==> src/rtl/pipe_ctrl.sv <==
// Pipeline hazard/flush controller: per-stage stall vector, exception/ERET redirect, MEM watchdog.
// Latency: stall/flush/new_pc/timeout_o are combinational from the requests; FLUSH lasts one cycle.
// Backpressure: the deepest stalling stage holds itself and every earlier stage; a flush overrides all stalls.
//
// Ports:
//   clk, rst                      - clock; asynchronous active-high reset
//   stallreq_from_{if,id,ex,mem}  - per-stage stall requests
//   excp_req_i, excp_type_i, epc_i - exception committed in MEM, its code, ERET return address
//   perf_clr_i                    - synchronous clear of the performance counters
//   stall[5:0]                    - hold vector {WB,MEM,EX,ID,IF,PC}
//   flush, new_pc                 - pipeline flush and redirect target (new_pc is 0 when not flushing)
//   timeout_o                     - MEM watchdog fired this cycle
//   stall_cycles_o, flush_count_o - performance counters
// Optional feature: define STALL_PERF_CNT_EN to build the performance counters; otherwise they read 0.

module pipe_ctrl (
    input  logic        clk,
    input  logic        rst,
    input  logic        stallreq_from_if,
    input  logic        stallreq_from_id,
    input  logic        stallreq_from_ex,
    input  logic        stallreq_from_mem,
    input  logic        excp_req_i,
    input  logic [31:0] excp_type_i,
    input  logic [31:0] epc_i,
    input  logic        perf_clr_i,
    output logic [5:0]  stall,
    output logic        flush,
    output logic [31:0] new_pc,
    output logic        timeout_o,
    output logic [31:0] stall_cycles_o,
    output logic [15:0] flush_count_o
);

    localparam logic [31:0] EXCP_ERET = 32'h0000000e;
    localparam logic [31:0] EXCP_VEC  = 32'h00000020;
    localparam logic [31:0] TMO_VEC   = 32'h00000040;

    typedef enum logic {RUN, FLUSH} state_t;

    state_t      state_q, state_d;
    logic [7:0]  wd_q, wd_d;
    logic [5:0]  stall_c;
    logic        flush_c;
    logic        timeout_c;
    logic [31:0] new_pc_c;

    always_ff @(posedge clk or posedge rst) begin
        if (rst) begin
            state_q <= RUN;
            wd_q    <= 8'd0;
        end else begin
            state_q <= state_d;
            wd_q    <= wd_d;
        end
    end

    always_comb begin
        state_d   = state_q;
        wd_d      = 8'd0;      // any cycle not extending a MEM stall clears the watchdog
        stall_c   = 6'b000000;
        flush_c   = 1'b0;
        timeout_c = 1'b0;
        new_pc_c  = 32'h0;
        case (state_q)
            RUN: begin
                if (excp_req_i) begin
                    // exception wins over a simultaneous watchdog fire
                    flush_c  = 1'b1;
                    new_pc_c = (excp_type_i == EXCP_ERET) ? epc_i : EXCP_VEC;
                    state_d  = FLUSH;
                end else if (stallreq_from_mem && (wd_q == 8'hFF)) begin
                    flush_c   = 1'b1;
                    timeout_c = 1'b1;
                    new_pc_c  = TMO_VEC;
                    state_d   = FLUSH;
                end else begin
                    if (stallreq_from_mem)     stall_c = 6'b011111;
                    else if (stallreq_from_ex) stall_c = 6'b001111;
                    else if (stallreq_from_id) stall_c = 6'b000111;
                    else if (stallreq_from_if) stall_c = 6'b000011;
                    if (stallreq_from_mem) wd_d = wd_q + 8'd1;
                end
            end
            FLUSH: begin
                // flush already issued last cycle; requests are ignored here
                state_d = RUN;
            end
            default: state_d = RUN;
        endcase
    end

    // Outputs are forced low while reset is held, without waiting for a clock edge.
    assign stall     = rst ? 6'b000000 : stall_c;
    assign flush     = rst ? 1'b0      : flush_c;
    assign timeout_o = rst ? 1'b0      : timeout_c;
    assign new_pc    = rst ? 32'h0     : new_pc_c;

`ifdef STALL_PERF_CNT_EN
    logic [31:0] stall_cycles_q;
    logic [15:0] flush_count_q;

    always_ff @(posedge clk or posedge rst) begin
        if (rst) begin
            stall_cycles_q <= 32'd0;
            flush_count_q  <= 16'd0;
        end else if (perf_clr_i) begin
            stall_cycles_q <= 32'd0;
            flush_count_q  <= 16'd0;
        end else begin
            if (stall[0] && (stall_cycles_q != 32'hFFFFFFFF)) stall_cycles_q <= stall_cycles_q + 32'd1;
            if (flush && (flush_count_q != 16'hFFFF))         flush_count_q  <= flush_count_q + 16'd1;
        end
    end

    assign stall_cycles_o = stall_cycles_q;
    assign flush_count_o  = flush_count_q;
`else
    logic unused_perf_clr;
    assign unused_perf_clr = perf_clr_i;
    assign stall_cycles_o  = 32'd0;
    assign flush_count_o   = 16'd0;
`endif

endmodule

==> config.mk <==
export PLATFORM = sky130hd
export DESIGN_NAME = pipe_ctrl
export DESIGN_NICKNAME = d
export VERILOG_FILES = /design/src/rtl/pipe_ctrl.sv
export SDC_FILE = /design/constraint.sdc
export NUM_CORES = 1
export LEC_CHECK = 0
export BUFFER_PORTS_ARGS = -buffer_cell sky130_fd_sc_hd__buf_2
export CORE_AREA = 4 4 52 89
export CTS_CLUSTER_SIZE = 16
export DETAILED_ROUTE_END_ITERATION = 10
export DIE_AREA = 0 0 56 93
export GPL_ROUTABILITY_DRIVEN = 0
export GPL_TIMING_DRIVEN = 0
export PLACE_DENSITY_LB_ADDON = 0.2
export SETUP_SLACK_MARGIN = 0.5
export SLEW_MARGIN = 20
export SYNTH_ARGS = -nofsm -noshare
export SYNTH_HDL_FRONTEND = slang
export SYNTH_SLANG_ARGS = --single-unit
==> constraint.sdc <==
create_clock -name clk -period 2.2 [get_ports clk]
set_input_delay 0.44 -clock clk [delete_from_list [all_inputs] [get_ports clk]]
set_output_delay 0.44 -clock clk [all_outputs]
set_load 0.005 [all_outputs]
==> impl_metrics.ini <==
[run_status]
status = finished with violations
violations = negative setup slack

[cells_and_area]
finalInstanceArea_um2 = 2410
register_area_um2 = 225
area_delta_synth_final_pct = 103
fillerInstances = 373
n_antenna_cell = 0
multi_input_area_um2 = 885
nets = 398
final_core_util_pct = 61.7
drive_above_1_share_pct = 68.8

[synth]
synth_edf_count = 0
synth_seq_area_share_pct = 18.9
yosys-top-cells-count = 50 x buf_4, 28 x and2_2, 16 x nor2_1
yosysTopAreaCell = buf_4
ys_ff_latch = 9
synth_flop_cell = dfrtp_1
syn_area_um2 = 1190
synthMostInstantiatedCell = buf_4
synth_top_area_share_pct = 31.6
yosysWarnings = 0
netlist_top_cells_area = buf_4 32%, dfrtp_1 19%, and2_2 18%
ys_async_sr_fraction_pct = 100
ys_types = 27
synth_cells = 152
syn_area_per_cell_um2 = 7.82

[global_route]
grt_pass1_vias = 1459
grt_overflow = 0
antenna_found_initial = 0
track_usage_pct = 18.8
grt_start_max_net_pins = 11
grt_first_pass_wirelength_mm = 7.78

[sta]
finalSetupViolCount = 1
fmax_ghz = 0.453
hold_viol = 0
post-route-period-util_pct = 100
drv_slew = 0
rsz0062_at_grt = yes
fin_skew_ns = 0.00111
setup_ws_ns = -0.00790
period_needed_ns = 2.21

[clock_tree]
clk_pin_slew_ns = 0.04
cts_tree = done
cts_buffers = 3
clkSinkCount = 9
clock_path_buffers = 2
cts_root_buf = clkbuf_8
clk_latency_ns = 0.23
htree_levels = 1

[critical_path]
criticalPathCategory = input port to primary output
required_ns = 1.76
worstPathArrival_ns = 1.77
end_kind = primary output
ff2ff_path_depth = 7
crit_path_max_fanout = 10
critPathLaunchType = input port

[power]
internal_power_w = 0.000428
ir_drop_mv = 0.351
pwr-share-seq_pct = 29.4
combinationalPowerShare_pct = 37.9
p_clk_share_pct = 32.8
leakagePower_nw = 1.43
swShare_pct = 26.7
power_density_nw_per_um2 = 243
power.switching_w = 0.000156

[floorplan]
core.rowCount = 30
ios = 160
dieArea_um2 = 5210
initial_core_util_pct = 30.4
die-height_um = 93
core_um2 = 3900
fp.dieW_um = 56

[place]
portBuffers = 109
place_area_um2 = 2040
dp_hpwl_mm = 4.20

[route]
routed-via-count = 1453
wire_per_inst_um = 13.6
drt_pass1_iterations = 4
routed_wl_mm = 5.06
via_per_inst = 3.91
route.detailed.drc = 0
drtIter0Drc = 39
ant_nets = 0

[hold_path]
hp-class = input port to asynchronous set/reset pin

[flow_run]
maxCapViolations = 0
-- cell type report --
cell class | instances | share of cell area (%)
Clock buffer | 4 | 1.87
Tap cell | 48 | 2.49
Inverter | 3 | 0.468
Multi-Input combinational cell | 134 | 36.7
Sequential cell | 9 | 9.36
Buffer | 54 | 17.1
Timing Repair Buffer | 120 | 32.0
-- critical path, cell delays in order --
cell and delay, ns:
buf_2 0.12, nor4_4 0.25, nand4_1 0.20, nor3_2 0.26
clkbuf_4 0.23, and2_2 0.16, buf_2 0.11
-- cell families after synthesis --
logic type | synth area share, %
and+or+nand+nor | 39.2
buffers and inverters | 34.1
DFF | 18.9
xor gates and xnor gates | 4.42
AOI/OAI and AO/OA | 2.00
adders and majority gates | 1.05
other | 0.315
-- power by group through the flow --
| stage | Clock, W | Combinational [W] | Sequential (W) |
|---|---|---|---|
| global placement | 0 | 0.000180 | 0.000174 |
| floorplan | 0 | 0.000108 | 0.000173 |
| CTS | 0.000197 | 0.000204 | 0.000171 |
| global route | 0.000203 | 0.000243 | 0.000172 |
| detailed placement | 0 | 0.000182 | 0.000174 |
| finish | 0.000191 | 0.000221 | 0.000171 |
-- placed cells by master, fill, tap and decap left out --
master	n
nor4bb_2	1
buf_4	61
nor4_2	2
buf_2	87
a21oi_2	1
and3_4	2
clkbuf_1	1
nor3_2	2
nor2_2	1
conb_1	49
buf_6	23
and2_2	18
or3b_1	1
nor2_4	1
nand3_1	1
a41o_1	1
clkbuf_8	4
clkbuf_4	2
nor4_4	4
nor3_1	2
nand2_1	3
a41oi_4	1
nand4_1	3
or2_1	1
xor2_1	4
nor2_1	14
and2_1	4
nor4b_1	1
nand2_2	1
dfrtp_1	9
inv_1	3
xnor2_1	2
and4b_1	1
and3_1	1
ha_2	1
and2_4	11
-- final timing paths --
check                      slack, ns         startpoint           endpoint
max                           -0.008    excp_type_i[24]         new_pc[12]
min                             0.22                rst  wd_q[6]$_DFF_PP0_
max reg2reg                     0.60  wd_q[0]$_DFF_PP0_  wd_q[3]$_DFF_PP0_
min reg2reg                     0.50  state_q$_DFF_PP0_  state_q$_DFF_PP0_
max in group asynchronous       1.72                rst  wd_q[4]$_DFF_PP0_
min in group clk                0.50  state_q$_DFF_PP0_  state_q$_DFF_PP0_
-- sequential cells by signal (all words and copies together), names as in the netlist --
signal   cells
state_q      1
wd_q         8
-- routing by layer --
layer | wire length (um) | vias to the layer above | global-route usage [%]
met3 | 594 | 4 | 7.32
li1 | - | 736 | -
met4 | 33 | 0 | 4.16
met2 | 2880 | 88 | 36.6
met5 | 0 | - | 0
met1 | 1550 | 625 | 18.2
-- per-stage QoR --
| stage | cells | worst slack (ns) | hold slack (ns) | setup TNS [ns] | total power, W |
|---|---|---|---|---|---|
| final | 372 | -0.00790 | 0.224 | -0.00790 | 0.000584 |
| after detailed placement | 357 | -0.0915 | 0.471 | -1.95 | 0.000356 |
| after global placement | 357 | -0.0881 | 0.463 | -1.82 | 0.000354 |
| after global routing | 372 | -0.0952 | 0.241 | -1.97 | 0.000617 |
| after floorplan | 200 | 0.368 | 0.268 | 0 | 0.000281 |
| after CTS | 369 | 0.0163 | 0.227 | 0 | 0.000573 |
-- timing repair --
item,4_1_cts,5_1_grt
setup buffers,8,3
hold buffers,0,0
pin swaps,8,2
gates resized for setup,40,10
endpoints found under the setup margin,39,39
Note: power is estimated with default switching activity, not from simulation.
